--- config.mk ---
export PLATFORM = sky130hd
export DESIGN_NAME = wash_sequencer
export DESIGN_NICKNAME = d
export VERILOG_FILES = /design/src/rtl/wash_sequencer.sv
export SDC_FILE = /design/constraint.sdc
export NUM_CORES = 1
export LEC_CHECK = 0
export ABC_AREA = 0
export BUFFER_PORTS_ARGS = -buffer_cell sky130_fd_sc_hd__buf_2
export CORE_UTILIZATION = 50
export DETAILED_ROUTE_END_ITERATION = 10
export PLACE_DENSITY = 0.68
export SYNTH_ARGS = -nofsm -noshare
export SYNTH_HDL_FRONTEND = slang
export SYNTH_SLANG_ARGS = --single-unit
--- constraint.sdc ---
create_clock -name clk -period 4.1 [get_ports clk]
set_input_delay 0.82 -clock clk [delete_from_list [all_inputs] [get_ports clk]]
set_output_delay 0.82 -clock clk [all_outputs]
set_load 0.01 [all_outputs]
--- src/rtl/wash_sequencer.sv ---
// Wash program sequencer: runs fill/wash/drain/rinse/spin as timed phases after a start edge,
// with pause/resume, a DONE beep state and a BCD countdown of the total remaining seconds.
`timescale 1ns/1ps
module wash_sequencer #(
  parameter int TICK_DIV = 100000000,
  parameter int FILL_S   = 5,
  parameter int WASH_S1  = 20,
  parameter int WASH_S2  = 40,
  parameter int WASH_S3  = 60,
  parameter int DRAIN_S  = 5,
  parameter int RINSE_S  = 10,
  parameter int SPIN_S   = 10
) (
  input  logic        clk,
  input  logic        rst,
  input  logic        start,
  input  logic [1:0]  mode,
  input  logic        p_pos,
  output logic        busy,
  output logic        done,
  output logic        beep,
  output logic        valve_in,
  output logic        valve_out,
  output logic        motor,
  output logic [7:0]  phase_light,
  output logic [11:0] rem_bcd
);

  localparam int PW = (TICK_DIV > 1) ? $clog2(TICK_DIV) : 1;

  // State codes double as the one-hot phase light pattern.
  typedef enum logic [7:0] {
    S_IDLE  = 8'b0000_0001,
    S_DONE  = 8'b0000_0010,
    S_PAUSE = 8'b0000_0100,
    S_SPIN  = 8'b0000_1000,
    S_RINSE = 8'b0001_0000,
    S_DRAIN = 8'b0010_0000,
    S_WASH  = 8'b0100_0000,
    S_FILL  = 8'b1000_0000
  } state_t;

  function automatic logic [11:0] to_bcd(input int v);
    int h, t, u;
    h = v / 100;
    t = (v / 10) % 10;
    u = v % 10;
    return {h[3:0], t[3:0], u[3:0]};
  endfunction

  function automatic logic [11:0] bcd_dec(input logic [11:0] v);
    logic [3:0] h, t, u;
    {h, t, u} = v;
    if (v == 12'h000) return 12'h000;
    if (u != 4'd0) begin
      u = u - 4'd1;
    end else begin
      u = 4'd9;
      if (t != 4'd0) begin
        t = t - 4'd1;
      end else begin
        t = 4'd9;
        h = h - 4'd1;
      end
    end
    return {h, t, u};
  endfunction

  function automatic logic [6:0] phase_secs(input state_t s, input logic [1:0] m);
    logic [6:0] r;
    case (s)
      S_FILL:  r = 7'(FILL_S);
      S_WASH: begin
        case (m)
          2'b10:   r = 7'(WASH_S2);
          2'b11:   r = 7'(WASH_S3);
          default: r = 7'(WASH_S1);
        endcase
      end
      S_DRAIN: r = 7'(DRAIN_S);
      S_RINSE: r = 7'(RINSE_S);
      S_SPIN:  r = 7'(SPIN_S);
      default: r = 7'd0;
    endcase
    return r;
  endfunction

  function automatic state_t next_phase(input state_t s);
    state_t r;
    case (s)
      S_FILL:  r = S_WASH;
      S_WASH:  r = S_DRAIN;
      S_DRAIN: r = S_RINSE;
      S_RINSE: r = S_SPIN;
      default: r = S_DONE;
    endcase
    return r;
  endfunction

  localparam int TOT_COMMON = FILL_S + DRAIN_S + RINSE_S + SPIN_S;
  localparam logic [11:0] TOT_M0 = to_bcd(SPIN_S);
  localparam logic [11:0] TOT_M1 = to_bcd(TOT_COMMON + WASH_S1);
  localparam logic [11:0] TOT_M2 = to_bcd(TOT_COMMON + WASH_S2);
  localparam logic [11:0] TOT_M3 = to_bcd(TOT_COMMON + WASH_S3);

  state_t          r_state;
  state_t          w_next;
  state_t          r_saved;
  logic            r_done_d;
  logic            r_start_d;
  logic [1:0]      r_mode;
  logic [PW-1:0]   r_presc;
  logic [6:0]      r_cnt;
  logic [11:0]     r_rem;

  logic            w_start_edge;
  logic            w_prog;
  logic            w_tick;
  state_t          w_first;
  logic [11:0]     w_total;

  assign w_start_edge = start & ~r_start_d;
  assign w_prog = (r_state == S_FILL) || (r_state == S_WASH) || (r_state == S_DRAIN) ||
                  (r_state == S_RINSE) || (r_state == S_SPIN);
  assign w_tick = w_prog && (r_presc == PW'(TICK_DIV - 1));
  assign w_first = (mode == 2'b00) ? S_SPIN : S_FILL;

  always_comb begin
    case (mode)
      2'b00:   w_total = TOT_M0;
      2'b01:   w_total = TOT_M1;
      2'b10:   w_total = TOT_M2;
      default: w_total = TOT_M3;
    endcase
  end

  always_ff @(posedge clk or posedge rst) begin
    if (rst) begin
      r_state  <= S_IDLE;
      r_done_d <= 1'b0;
    end else begin
      r_state  <= w_next;
      r_done_d <= (r_state == S_DONE);
    end
  end

  always_comb begin
    w_next = r_state;
    case (r_state)
      S_IDLE:  if (w_start_edge) w_next = w_first;
      S_PAUSE: if (p_pos) w_next = r_saved;
      S_DONE:  if (p_pos) w_next = S_IDLE;
      default: begin
        // A pause request wins over a coincident tick.
        if (p_pos)
          w_next = S_PAUSE;
        else if (w_tick && (r_cnt == 7'd1))
          w_next = next_phase(r_state);
      end
    endcase
  end

  always_ff @(posedge clk or posedge rst) begin
    if (rst) begin
      r_start_d <= 1'b0;
      r_mode    <= 2'b00;
      r_saved   <= S_IDLE;
      r_presc   <= '0;
      r_cnt     <= 7'd0;
      r_rem     <= 12'h000;
    end else begin
      r_start_d <= start;
      case (r_state)
        S_IDLE: begin
          if (w_start_edge) begin
            r_mode  <= mode;
            r_presc <= '0;
            r_cnt   <= phase_secs(w_first, mode);
            r_rem   <= w_total;
          end
        end
        S_PAUSE: ;
        S_DONE: if (p_pos) r_rem <= 12'h000;
        default: begin
          if (p_pos) begin
            r_saved <= r_state;
          end else if (w_tick) begin
            r_presc <= '0;
            r_rem   <= bcd_dec(r_rem);
            // Load the following phase on the same edge so phases run back to back.
            if (r_cnt == 7'd1)
              r_cnt <= phase_secs(next_phase(r_state), r_mode);
            else
              r_cnt <= r_cnt - 7'd1;
          end else begin
            r_presc <= r_presc + PW'(1);
          end
        end
      endcase
    end
  end

  always_comb begin
    phase_light = r_state;
    busy        = w_prog || (r_state == S_PAUSE);
    done        = (r_state == S_DONE) && !r_done_d;
    beep        = (r_state == S_DONE);
    valve_in    = (r_state == S_FILL) || (r_state == S_RINSE);
    valve_out   = (r_state == S_DRAIN) || (r_state == S_SPIN);
    motor       = (r_state == S_WASH) || (r_state == S_RINSE) || (r_state == S_SPIN);
  end

  assign rem_bcd = r_rem;

endmodule

# Word level (Yosys, flattened, before mapping)
# Cells that the tools add are included.
[op_classes]
addsub = 5
eq_ne = 32
muxes = 42
n_bitwise = 5
n_reduce_logical = 34
[op_table]
columns = ["op", "n"]
rows = [
  ["two-way mux 27 bit", 3],
  ["two-way mux 8 bit", 10],
  ["two-way mux 12 bit", 6],
  ["case mux 27 bit (2 select lines)", 1],
  ["case mux 8 bit (3 select lines)", 2],
  ["case mux 12 bit (3 select lines)", 1],
  ["case mux 6 bit (3 select lines)", 2],
  ["two-way mux 7 bit", 4],
  ["case mux 7 bit (4 select lines)", 1],
  ["adder 27 x 1 -> 27 bit (second input constant)", 1],
  ["== test 27 bit (second input constant)", 1],
  ["== test 8 x 4 -> 1 bit (second input constant)", 3],
  ["== test 8 x 5 -> 1 bit (second input constant)", 3],
  ["== test 8 x 6 -> 1 bit (second input constant)", 3],
  ["== test 8 x 7 -> 1 bit (second input constant)", 3],
  ["== test 8 bit (second input constant)", 3],
  ["case mux 6 bit (2 select lines)", 2],
  ["two-way mux 4 bit", 5],
  ["case mux 7 bit (2 select lines)", 1],
  ["zero test 12 bit", 1],
  ["subtractor 4 x 1 -> 4 bit (second input constant)", 3],
  ["OR reduction 2 bit", 5],
  ["logical OR 1 bit", 9],
  ["== test 2 bit (second input constant)", 4],
  ["other kinds (26)", 41],
]
[totals]
register_bits = 66
inputBits = 6
out_inout_bits = 26
word_cells = 128

# Logic depth before layout (Yosys ltp)
# Gate-level depths: netlist of run 1.
[depth]
depth_word = 16
ltp_mapped = 10

# Worst setup path after synthesis of run 1
# OpenSTA, ideal clock, no wires.
[synth_path]
path_type = "reg-to-reg"
startpoint = "reg r_presc[11]"
endpoint = "reg r_state[3] (netlist: phase_light[3])"
t_arrival_ns = 2.828
required_time_ns = 3.975
path_slack_ns = 1.147
path_stages_with_launch = 8
n_path_buf = 1
period_less_slack_ns = 2.953
cell_sequence = "dfrtp_1 or4b_1 or4_4 a2111oi_4 nor3_2 or3_1 buf_6 mux2_4"
[synth_between]
elab_chain_len = 5
[synth_lines]
columns = ["item", "line_no", "text"]
rows = [
  ["start, declared", "112", "logic [PW-1:0] r_presc;"],
  ["start signal, assigned", "196", "r_presc <= r_presc + PW'(1);"],
  ["== test 27 bit", "125", "assign w_tick = w_prog && (r_presc == PW'(TICK_DIV - 1));"],
  ["logical AND 1 bit", "125", ""],
  ["logical AND 1 bit", "157", "else if (w_tick && (r_cnt == 7'd1))"],
  ["nonzero test 3 bit (no line)", "--", ""],
  ["AND reduction 4 bit (no line)", "--", ""],
  ["end signal, assigned", "142", "r_state <= w_next;"],
  ["end, declared", "106", "state_t r_state;"],
]
# Every way passes these cells.
# A chain may end at the register's enable or synchronous reset.

# Worst setup path after layout of run 1
[layout_path]
startpoint = "reg r_presc[11]"
endpoint = "reg r_rem[4] (netlist: rem_bcd[4])"
[layout_between]
elab_chain_len = 4
[layout_lines]
columns = ["item", "line_no", "text"]
rows = [
  ["== test 27 bit", "125", ""],
  ["logical AND 1 bit", "125", ""],
  ["nonzero test 3 bit (no line)", "--", ""],
  ["AND reduction 6 bit (no line)", "--", ""],
  ["end signal, assigned", "179", "r_rem <= w_total;"],
  ["end signal, assigned", "189", "r_rem <= bcd_dec(r_rem);"],
  ["end, declared", "114", "logic [11:0] r_rem;"],
]
# Every way passes these cells.

==> results.yml, run 1 <==
status:
  outcome: "finished, final reports clean"
global_route:
  gr-total-overflow: 0
  grt_antenna_before_repair: 0
  grt_pass1_wl_microns: 17000
  grt_pass1_vias: 3416
  grtUsageTotal: 0.249
  grt_max_degree: 55
clock_tree:
  cts.path.max_buffers: 2
  insertion_delay_ns: 0.35
  cts-resized-gates: 0
  htreeDepth: 3
  cts.sinks: 66
  post_cts_buffers: 0
  cts_buffers: 9
  holdBufCountCts: 0
  cts_tree: "built"
  clkTransAtPathRegs_ns: 0.08
  root_buffer: "clkbuf_8"
synth:
  synthFlopType: "dfrtp_1"
  ys_ff_latch: 66
  ys_seq_area_frac: 0.398
  synth_nets: 499
  synth_warnings: 0
  synth_area_per_cell_sq_um: 8.62
  async_reset_ff_frac: 1.00
  syn_inst: 482
  yosysUniqueCellTypes: 58
  synth-edff-count: 0
  synth_area_sq_um: 4150
floorplanning:
  start_util: 0.526
  die-area_sq_um: 8670
  io_pins: 32
  fp.dieH_microns: 93.1
  die_w_microns: 93.1
  fp-row-count: 32
  core_region_area_sq_um: 7890
worst_setup_path:
  crit_fanout: 13
  cp-end-kind: "flip-flop"
  cp_data_arrival_time_ns: 3.54
  cp.required_ns: 4.33
  worstSetupStartpointType: "flip-flop"
  r2r_cells: 8
  worst-setup-path-type: "reg -> reg"
timing:
  clock_skew_ns: 0.0117
  rsz0062_at_grt: "false"
  period_share: 0.806
  hold_viol: 0
  fmax_mhz: 303
  setup-tns-final_ns: 0
  fin_crit_ns: 3.30
  holdWs_ns: 0.400
  slew_headroom: 0.292
  worst_slew_pin_slew_ns: 1.06
  maxSlewViolCount: 0
  setup_violations: 0
flow_run:
  drv_cap: 0
place:
  io_buffers: 31
  dpl.cell_count: 599
  hpwl_microns: 6930
  post_dp_cell_area_sq_um: 4390
  gp_congestion: 0.862
final_layout:
  postLayoutCellArea_sq_um: 4610
  multi_input_area_sq_um: 2290
  fill_cells: 708
  fin_cells: 614
  drive_gt1_frac: 0.146
  area_delta_synth_final_pct: 11.0
  seq_area_sq_um: 1650
  diodes: 0
  fin_nets: 525
drt:
  wl_per_cell_microns: 16.2
  drc: 0
  via_count: 3719
  ant_nets: 0
  routed_wl_microns: 9960
  viasPerCell: 6.06
  dr.pass1.iters: 5
  first_iter_violations: 316
power_and_ir_drop:
  power.density_nw_per_um2: 714
  p_leak_nw: 1.98
  ir_drop_mv: 0.400
  power.total_mw: 3.29
hold_path:
  hp-class: "in -> async"
==> cell type report <==
| type | instances | area share |
|---|---|---|
| Multi-Input combinational cell | 362 | 0.496 |
| Sequential cell | 66 | 0.359 |
| Timing Repair Buffer | 37 | 0.0434 |
| Clock buffer | 13 | 0.0345 |
| Tap cell | 102 | 0.0277 |
| Inverter | 32 | 0.0261 |
| Clock inverter | 2 | 0.0130 |
==> registers in the layout (all words and copies together) (netlist names) <==
register / cells
r_presc: 27
rem_bcd: 12
phase_light: 8
r_saved: 8
r_cnt: 7
r_mode: 2
r_done_d: 1
r_start_d: 1
==> critical path, cell delays in order (launching register included) <==
cell and delay [ns]:
dfrtp_1 0.45, or4b_1 0.53, or4_4 0.54, a2111oi_4 0.45, buf_4 0.22, o32ai_1 0.08
buf_4 0.23, nor2_1 0.31, mux2_2 0.38
==> cell families (layout without fill, tap and decap cells) <==
family	Yosys count	in the layout	synth area share
compound gates	131	131	0.201
simple gates	187	187	0.235
xor+xnor	16	16	0.0337
buf+inv	54	84	0.0506
flops	66	66	0.398
fa+ha+maj	11	11	0.0331
mux	17	17	0.0479
==> report_power, final <==
group | internal (mW) | leakage [nW] | switching, mW
logic | 0.587 | 1.03 | 0.884
clock network | 0.373 | 0.110 | 0.251
registers | 0.893 | 0.840 | 0.301
==> synth_stat cells, types with 2 or more instances <==
| library cell | n | area share |
|---|---|---|
| dfrtp_1 | 64 | 0.39 |
| nand2_1 | 48 | 0.043 |
| o21ai_0 | 45 | 0.054 |
| nor2_1 | 33 | 0.030 |
| inv_1 | 32 | 0.029 |
| a21oi_1 | 31 | 0.037 |
| clkbuf_1 | 19 | 0.017 |
| nor3_1 | 19 | 0.023 |
| or3_1 | 16 | 0.024 |
| nand3_1 | 14 | 0.017 |
| ha_1 | 11 | 0.033 |
| o31ai_1 | 11 | 0.020 |
| xnor2_1 | 11 | 0.023 |
| nand2b_1 | 10 | 0.015 |
| mux2_2 | 7 | 0.019 |
| nand4_1 | 7 | 0.011 |
| a31oi_1 | 6 | 0.0090 |
| mux2i_1 | 6 | 0.014 |
| nor4_1 | 6 | 0.0090 |
| or2_2 | 6 | 0.0090 |
| a211oi_1 | 5 | 0.0090 |
| xor2_1 | 5 | 0.011 |
| and4_1 | 4 | 0.0084 |
| mux2_4 | 4 | 0.014 |
| nor2b_1 | 4 | 0.0060 |
| nor3b_1 | 4 | 0.0072 |
| o31a_1 | 4 | 0.0084 |
| a21boi_0 | 3 | 0.0054 |
| a22oi_1 | 3 | 0.0054 |
| and3_1 | 3 | 0.0045 |
| o41ai_1 | 3 | 0.0063 |
| or4_1 | 3 | 0.0054 |
| or4b_1 | 3 | 0.0072 |
| a211o_1 | 2 | 0.0042 |
| a2bb2oi_1 | 2 | 0.0042 |
| a32o_1 | 2 | 0.0048 |
| buf_1 | 2 | 0.0018 |
| dfstp_2 | 2 | 0.013 |
| o211ai_1 | 2 | 0.0036 |
| o32ai_1 | 2 | 0.0042 |
==> metal layers <==
| layer | global-route usage | part of all wire | wire length [microns] |
|---|---|---|---|
| met1 | 0.353 | 0.48 | 4760 |
| met4 | 0.0641 | 0.012 | 119 |
| met3 | 0.0537 | 0.054 | 540 |
| met5 | 0 | 0 | 0 |
| met2 | 0.386 | 0.46 | 4540 |
==> cells in the final DEF, fill, tap and decap left out, drive strengths merged, types with 7 or more instances in the layout <==
cell	count
o21ai	45
buf	37
nand2b	10
mux2	11
dfrtp	64
clkbuf	13
nand4	7
nor3	20
inv	32
xnor2	11
a21oi	31
o31ai	11
ha	11
nor2	33
or3	16
nand2	48
nand3	14
==> final timing paths <==
path                                               from                      end  slack [ns]
worst min-delay path                                rst  r_presc[20]$_DFFE_PP0P_        0.40
worst max-delay path            r_presc[11]$_DFFE_PP0P_   rem_bcd[4]$_DFFE_PP0P_        0.80
max in group asynchronous                           rst   r_saved[5]$_DFFE_PP0P_        2.70
worst max register to register  r_presc[11]$_DFFE_PP0P_   rem_bcd[4]$_DFFE_PP0P_        0.80
min in group clk                 r_saved[1]$_DFFE_PP0P_   r_saved[1]$_DFFE_PP0P_        0.48
worst min register to register   r_saved[1]$_DFFE_PP0P_   r_saved[1]$_DFFE_PP0P_        0.48
==> through the flow <==
stage	setup WS, ns	utilization
6_report	0.796	0.584
5_1_grt	0.669	0.584
4_1_cts	0.818	0.584
3_5_place_dp	0.817	0.557
3_3_place_gp	0.911	0.557
2_1_floorplan	1.15	-
(Power assumes the default switching activity.)
==> run 2, diff against run 1 <==
Clock period 4.1 ns to 3.1 ns, I/O delays scaled along.
==> run 2 against run 1 <==
Critical path type unchanged; routed wire length grew 5.8%; largest power group unchanged; worst setup slack worse by 0.69 ns; sequential share of layout area decreased by 1.2 points; highest routed layer unchanged.
==> results.yml, run 2 (synthesis results as in run 1) <==
status:
  outcome: "finished, final reports clean"
global_route:
  grt_pass1_vias: 3734
  gr-total-overflow: 0
  grt_use_met2: 0.401
  grtUsageTotal: 0.258
  grtUsageMet1: 0.354
  grt_max_degree: 67
  grt_util_met3: 0.0374
  grt_antenna_before_repair: 0
  grt_pass1_wl_microns: 17600
  top_usage_layer: "met2"
worst_setup_path:
  cp.required_ns: 3.32
  slowest_stage: "or4_4"
  cp-end-kind: "flip-flop"
  path_common_cell: "nand2_1"
  slowest_delay_ns: 0.56
  cp_data_arrival_time_ns: 3.22
  rrSetupSlack_ns: 0.11
  cp_top_family: "simple AND/OR/NAND/NOR gates"
  path_cells: "or4b_1, or4_4, a2111oi_4, buf_4, nand2_1, nand2_1, mux2_2"
  cp_num_buf_inv: 1
  crit_fanout: 7
  worstSetupStartpointType: "flip-flop"
  worst-setup-path-type: "reg -> reg"
drt:
  drc: 0
  dr.pass1.iters: 5
  ant_nets: 0
  wl_per_cell_microns: 16.5
  routed_wl_microns: 10500
  first_iter_violations: 211
  viasPerCell: 6.00
  via_count: 3825
hold_path:
  hp-class: "in -> async"
floorplanning:
  io_pins: 32
  start_util: 0.526
  core_region_area_sq_um: 7890
  die_w_microns: 93.1
  die-area_sq_um: 8670
  fp-row-count: 32
  fp.dieH_microns: 93.1
clock_tree:
  htreeDepth: 3
  clkTransAtPathRegs_ns: 0.07
  cts_buffers: 9
  root_buffer: "clkbuf_8"
  insertion_delay_ns: 0.34
  cts.path.max_buffers: 2
  cts.sinks: 66
  cts_tree: "built"
timing:
  hold_viol: 0
  final.setup.worst_slack_ns: 0.105
  clock_skew_ns: 0.00822
  fmax_mhz: 334
  worst_slew_pin_slew_ns: 1.09
  rsz0062_at_grt: "false"
  setup-tns-final_ns: 0
  fin_crit_ns: 2.99
  period_share: 0.966
  setup_violations: 0
  maxSlewViolCount: 0
  slew_headroom: 0.271
flow_run:
  drv_cap: 0
place:
  io_buffers: 31
  pre_cts_ws_ns: 0.0206
  hpwl_microns: 7510
  dpl.cell_count: 625
  gp_congestion: 0.865
final_layout:
  fill_cells: 711
  area_delta_synth_final_pct: 14.9
  layout_commonest_cell: "dfrtp_1"
  top_register: "r_presc"
  diodes: 0
  fin_cells: 637
  fin_nets: 551
  drive_gt1_frac: 0.191
  largest_reg_flops: 27
  mostFrequentLayoutCells: "dfrtp_1 (64), nand2_1 (48), o21ai_0 (45)"
  multi_input_area_sq_um: 2300
  seq_area_sq_um: 1650
power_and_ir_drop:
  p_leak_nw: 2.09
  ir_drop_mv: 0.459
  power.density_nw_per_um2: 926
## run 2: cell types whose count changed in the layout (fill, tap and decap cells not counted)
cell,delta
buf_4,+25
bufinv_16,-2
clkbuf_1,-2
buf_12,+1
clkbuf_8,+1
nor3_1,-1
nor3_2,+1
or3_1,-1
or3_4,+1
## run 2: layout make-up
| class | count | area share |
|---|---|---|
| repair buffers | 63 | 0.0855 |
| well taps | 102 | 0.0267 |
| multi-input cells | 362 | 0.482 |
| inverters | 32 | 0.0252 |
| clock buffers | 12 | 0.0346 |
| flip-flops and latches | 66 | 0.347 |
## run 2: path summary, 6_finish.rpt
path,cells past startpoint,to,startpoint
max in group asynchronous,3,phase_light[0]$_DFFE_PP1P_,rst
setup reg to reg,7,r_cnt[3]$_DFFE_PP0P_,r_presc[19]$_DFFE_PP0P_
hold reg to reg,2,r_saved[1]$_DFFE_PP0P_,r_saved[1]$_DFFE_PP0P_
setup / recovery,7,r_cnt[3]$_DFFE_PP0P_,r_presc[19]$_DFFE_PP0P_
hold / removal,3,r_presc[0]$_DFFE_PP0P_,rst
min in group clk,1,r_start_d$_DFF_PP0_,start
## run 2: worst min-delay path, stage by stage
cell    delay [ns]
buf_2         0.10
inv_2         0.06
buf_12        0.29
## run 2: metrics by stage
step                      total power, mW  hold WS (ns)   util  instance area (sq um)
after global routing                 4.77         0.378  0.605                   4770
final                                4.42         0.328  0.605                   4770
after global placement               3.67         0.458  0.583                   4600
after floorplan                      2.93         0.445      -                   4150
after CTS                            4.41         0.356  0.604                   4760
after detailed placement             3.74         0.474  0.583                   4600
## run 2: what timing repair did
action / CTS / global route
setup endpoints to repair: 0 / 8
setup buffers: 0 / 0
gates resized for setup: 0 / 2
hold buffers: 0 / 0
## run 2: power breakdown
group / switching, mW / internal [mW]
Sequential: 0.321 / 1.18
Clock: 0.313 / 0.339
Combinational: 1.31 / 0.949
Total: 1.95 / 2.47
## run 2: layer usage
layer / wire length (microns) / share of wire
met5: 0 / 0
met4: 284 / 0.027
met3: 432 / 0.041
met2: 4850 / 0.46
met1: 4960 / 0.47
==> run 3, diff against run 2 <==
==> constraint.sdc (replaced) <==
create_clock -name clk -period 3.1 [get_ports clk]
set_input_delay 0.31 -clock clk [delete_from_list [all_inputs] [get_ports clk]]
set_output_delay 0.31 -clock clk [all_outputs]
set_load 0.01 [all_outputs]
==> run 3 against run 2 <==
Hold slack got worse by 0.23 ns; highest routed layer unchanged; maximum frequency increased by 2.8%; largest cell class unchanged; clock power about the same; first-iteration DRC count increased by 37%; non-clock buffer count unchanged; largest power group unchanged; routed wire length decreased by 3.5%; critical path depth decreased by 1.
==> results.yml, run 3 (synthesis results as in run 1) <==
clock_tree:
  insertion_delay_ns: 0.34
  cts.sinks: 66
  holdBufCountCts: 0
  htreeDepth: 3
  post_cts_buffers: 0
  cts_buffers: 9
  root_buffer: "clkbuf_8"
  cts_tree: "built"
  clkTransAtPathRegs_ns: 0.07
  cts-resized-gates: 0
  cts.path.max_buffers: 2
worst_setup_path:
  crit_fanout: 6
  slowest_delay_ns: 0.56
  worstSetupStartpointType: "flip-flop"
  r2r_end: "phase_light[4]$_DFFE_PP0P_"
  cp_data_arrival_time_ns: 3.14
  r2r_start: "r_presc[19]$_DFFE_PP0P_"
  cp.required_ns: 3.32
  worst-setup-path-type: "reg -> reg"
  r2r_cells: 6
  path_cells: "or4b_1, or4_4, a2111oi_4, nor3_2, or3_4, mux2_4"
  slowest_stage: "or4_4"
  rrSetupSlack_ns: 0.19
  cp-end-kind: "flip-flop"
final_layout:
  layout_commonest_cell: "dfrtp_1"
  area_delta_synth_final_pct: 14.9
  largest_reg_flops: 27
  fin_nets: 551
  top_register: "r_presc"
  diodes: 0
  mostFrequentLayoutCells: "dfrtp_1 (64), nand2_1 (48), o21ai_0 (45)"
  drive_gt1_frac: 0.186
  fill_cells: 694
  fin_cells: 641
floorplanning:
  core_region_area_sq_um: 7890
  die-area_sq_um: 8670
  io_pins: 32
  fp-row-count: 32
  die_w_microns: 93.1
  fp.dieH_microns: 93.1
  start_util: 0.526
place:
  io_buffers: 31
  hpwl_microns: 7450
  gp_congestion: 0.877
  dpl.cell_count: 625
status:
  outcome: "finished, final reports clean"
drt:
  wl_per_cell_microns: 15.9
  viasPerCell: 5.95
  drc: 0
  ant_nets: 0
  dr.pass1.iters: 5
  first_iter_violations: 289
  via_count: 3814
  routed_wl_microns: 10200
global_route:
  gr-total-overflow: 0
  grt_max_degree: 36
  grt_pass1_wl_microns: 17800
  grt_pass1_vias: 3674
  grt_antenna_before_repair: 0
  grtUsageTotal: 0.261
timing:
  clock_skew_ns: 0.00430
  period_share: 0.940
  setup-tns-final_ns: 0
  fin_crit_ns: 2.91
  slew_headroom: 0.212
  maxSlewViolCount: 0
  worst_slew_pin_slew_ns: 1.18
  setup_violations: 0
  holdWs_ns: 0.0994
  hold_viol: 0
  rsz0062_at_grt: "false"
  fmax_mhz: 343
power_and_ir_drop:
  power.density_nw_per_um2: 925
  ir_drop_mv: 0.550
  p_leak_nw: 2.09
  power.total_mw: 4.41
hold_path:
  hp-class: "in -> reg"
  hp-start: "start"
  holdPathEnd: "r_start_d$_DFF_PP0_"
  hold_depth: 1
flow_run:
  drv_cap: 0
run 3: area by class of cell:
type	count	area (sq um)	area share
Tap cell	102	128	0.0267
Timing Repair Buffer	63	408	0.0855
Multi-Input combinational cell	362	2290	0.480
Clock buffer	16	170	0.0356
Sequential cell	66	1650	0.347
Inverter	32	120	0.0252
run 3: how the worst max path moves through the flow:
stage | from | end | cells after the start
final | r_presc[19]$_DFFE_PP0P_ | phase_light[4]$_DFFE_PP0P_ | 6
after global routing | r_presc[19]$_DFFE_PP0P_ | r_cnt[6]$_DFFE_PP0P_ | 7
after CTS | r_presc[19]$_DFFE_PP0P_ | phase_light[4]$_DFFE_PP0P_ | 6
after detailed placement | r_presc[19]$_DFFE_PP0P_ | phase_light[4]$_DFFE_PP0P_ | 6
after global placement | r_presc[19]$_DFFE_PP0P_ | phase_light[6]$_DFFE_PP0P_ | 6
after floorplan | r_presc[11]$_DFFE_PP0P_ | phase_light[3]$_DFFE_PP0P_ | 7
run 3: power breakdown:
part | total [mW] | internal [mW] | switching [mW]
registers | 1.50 | 1.18 | 0.316
logic | 2.27 | 0.967 | 1.30
clock network | 0.651 | 0.337 | 0.314
total | 4.41 | 2.49 | 1.93
run 3: metrics by stage:
stage / cell area [sq um] / util / worst slack, ns
2_1_floorplan: 4150 / - / 0.147
3_3_place_gp: 4600 / 0.583 / 0.120
3_5_place_dp: 4600 / 0.583 / 0.0714
4_1_cts: 4770 / 0.605 / 0.0583
5_1_grt: 4770 / 0.605 / 0.0370
6_report: 4770 / 0.605 / 0.186
run 3: critical path: cells and delay by family, from the launching register on:
| family | cells | cell delay [ns] |
|---|---|---|
| AO/OA/AOI/OAI | 1 | 0.47 |
| flip-flops | 1 | 0.40 |
| multiplexers | 1 | 0.32 |
| AND/OR/NAND/NOR | 4 | 1.61 |
run 3: metal layers:
layer	global-route usage	vias up	wire, microns
met3	0.0431	10	417
met2	0.404	104	4610
met1	0.374	1855	5020
met4	0.0833	0	131
met5	0	-	0
li1	-	1845	-
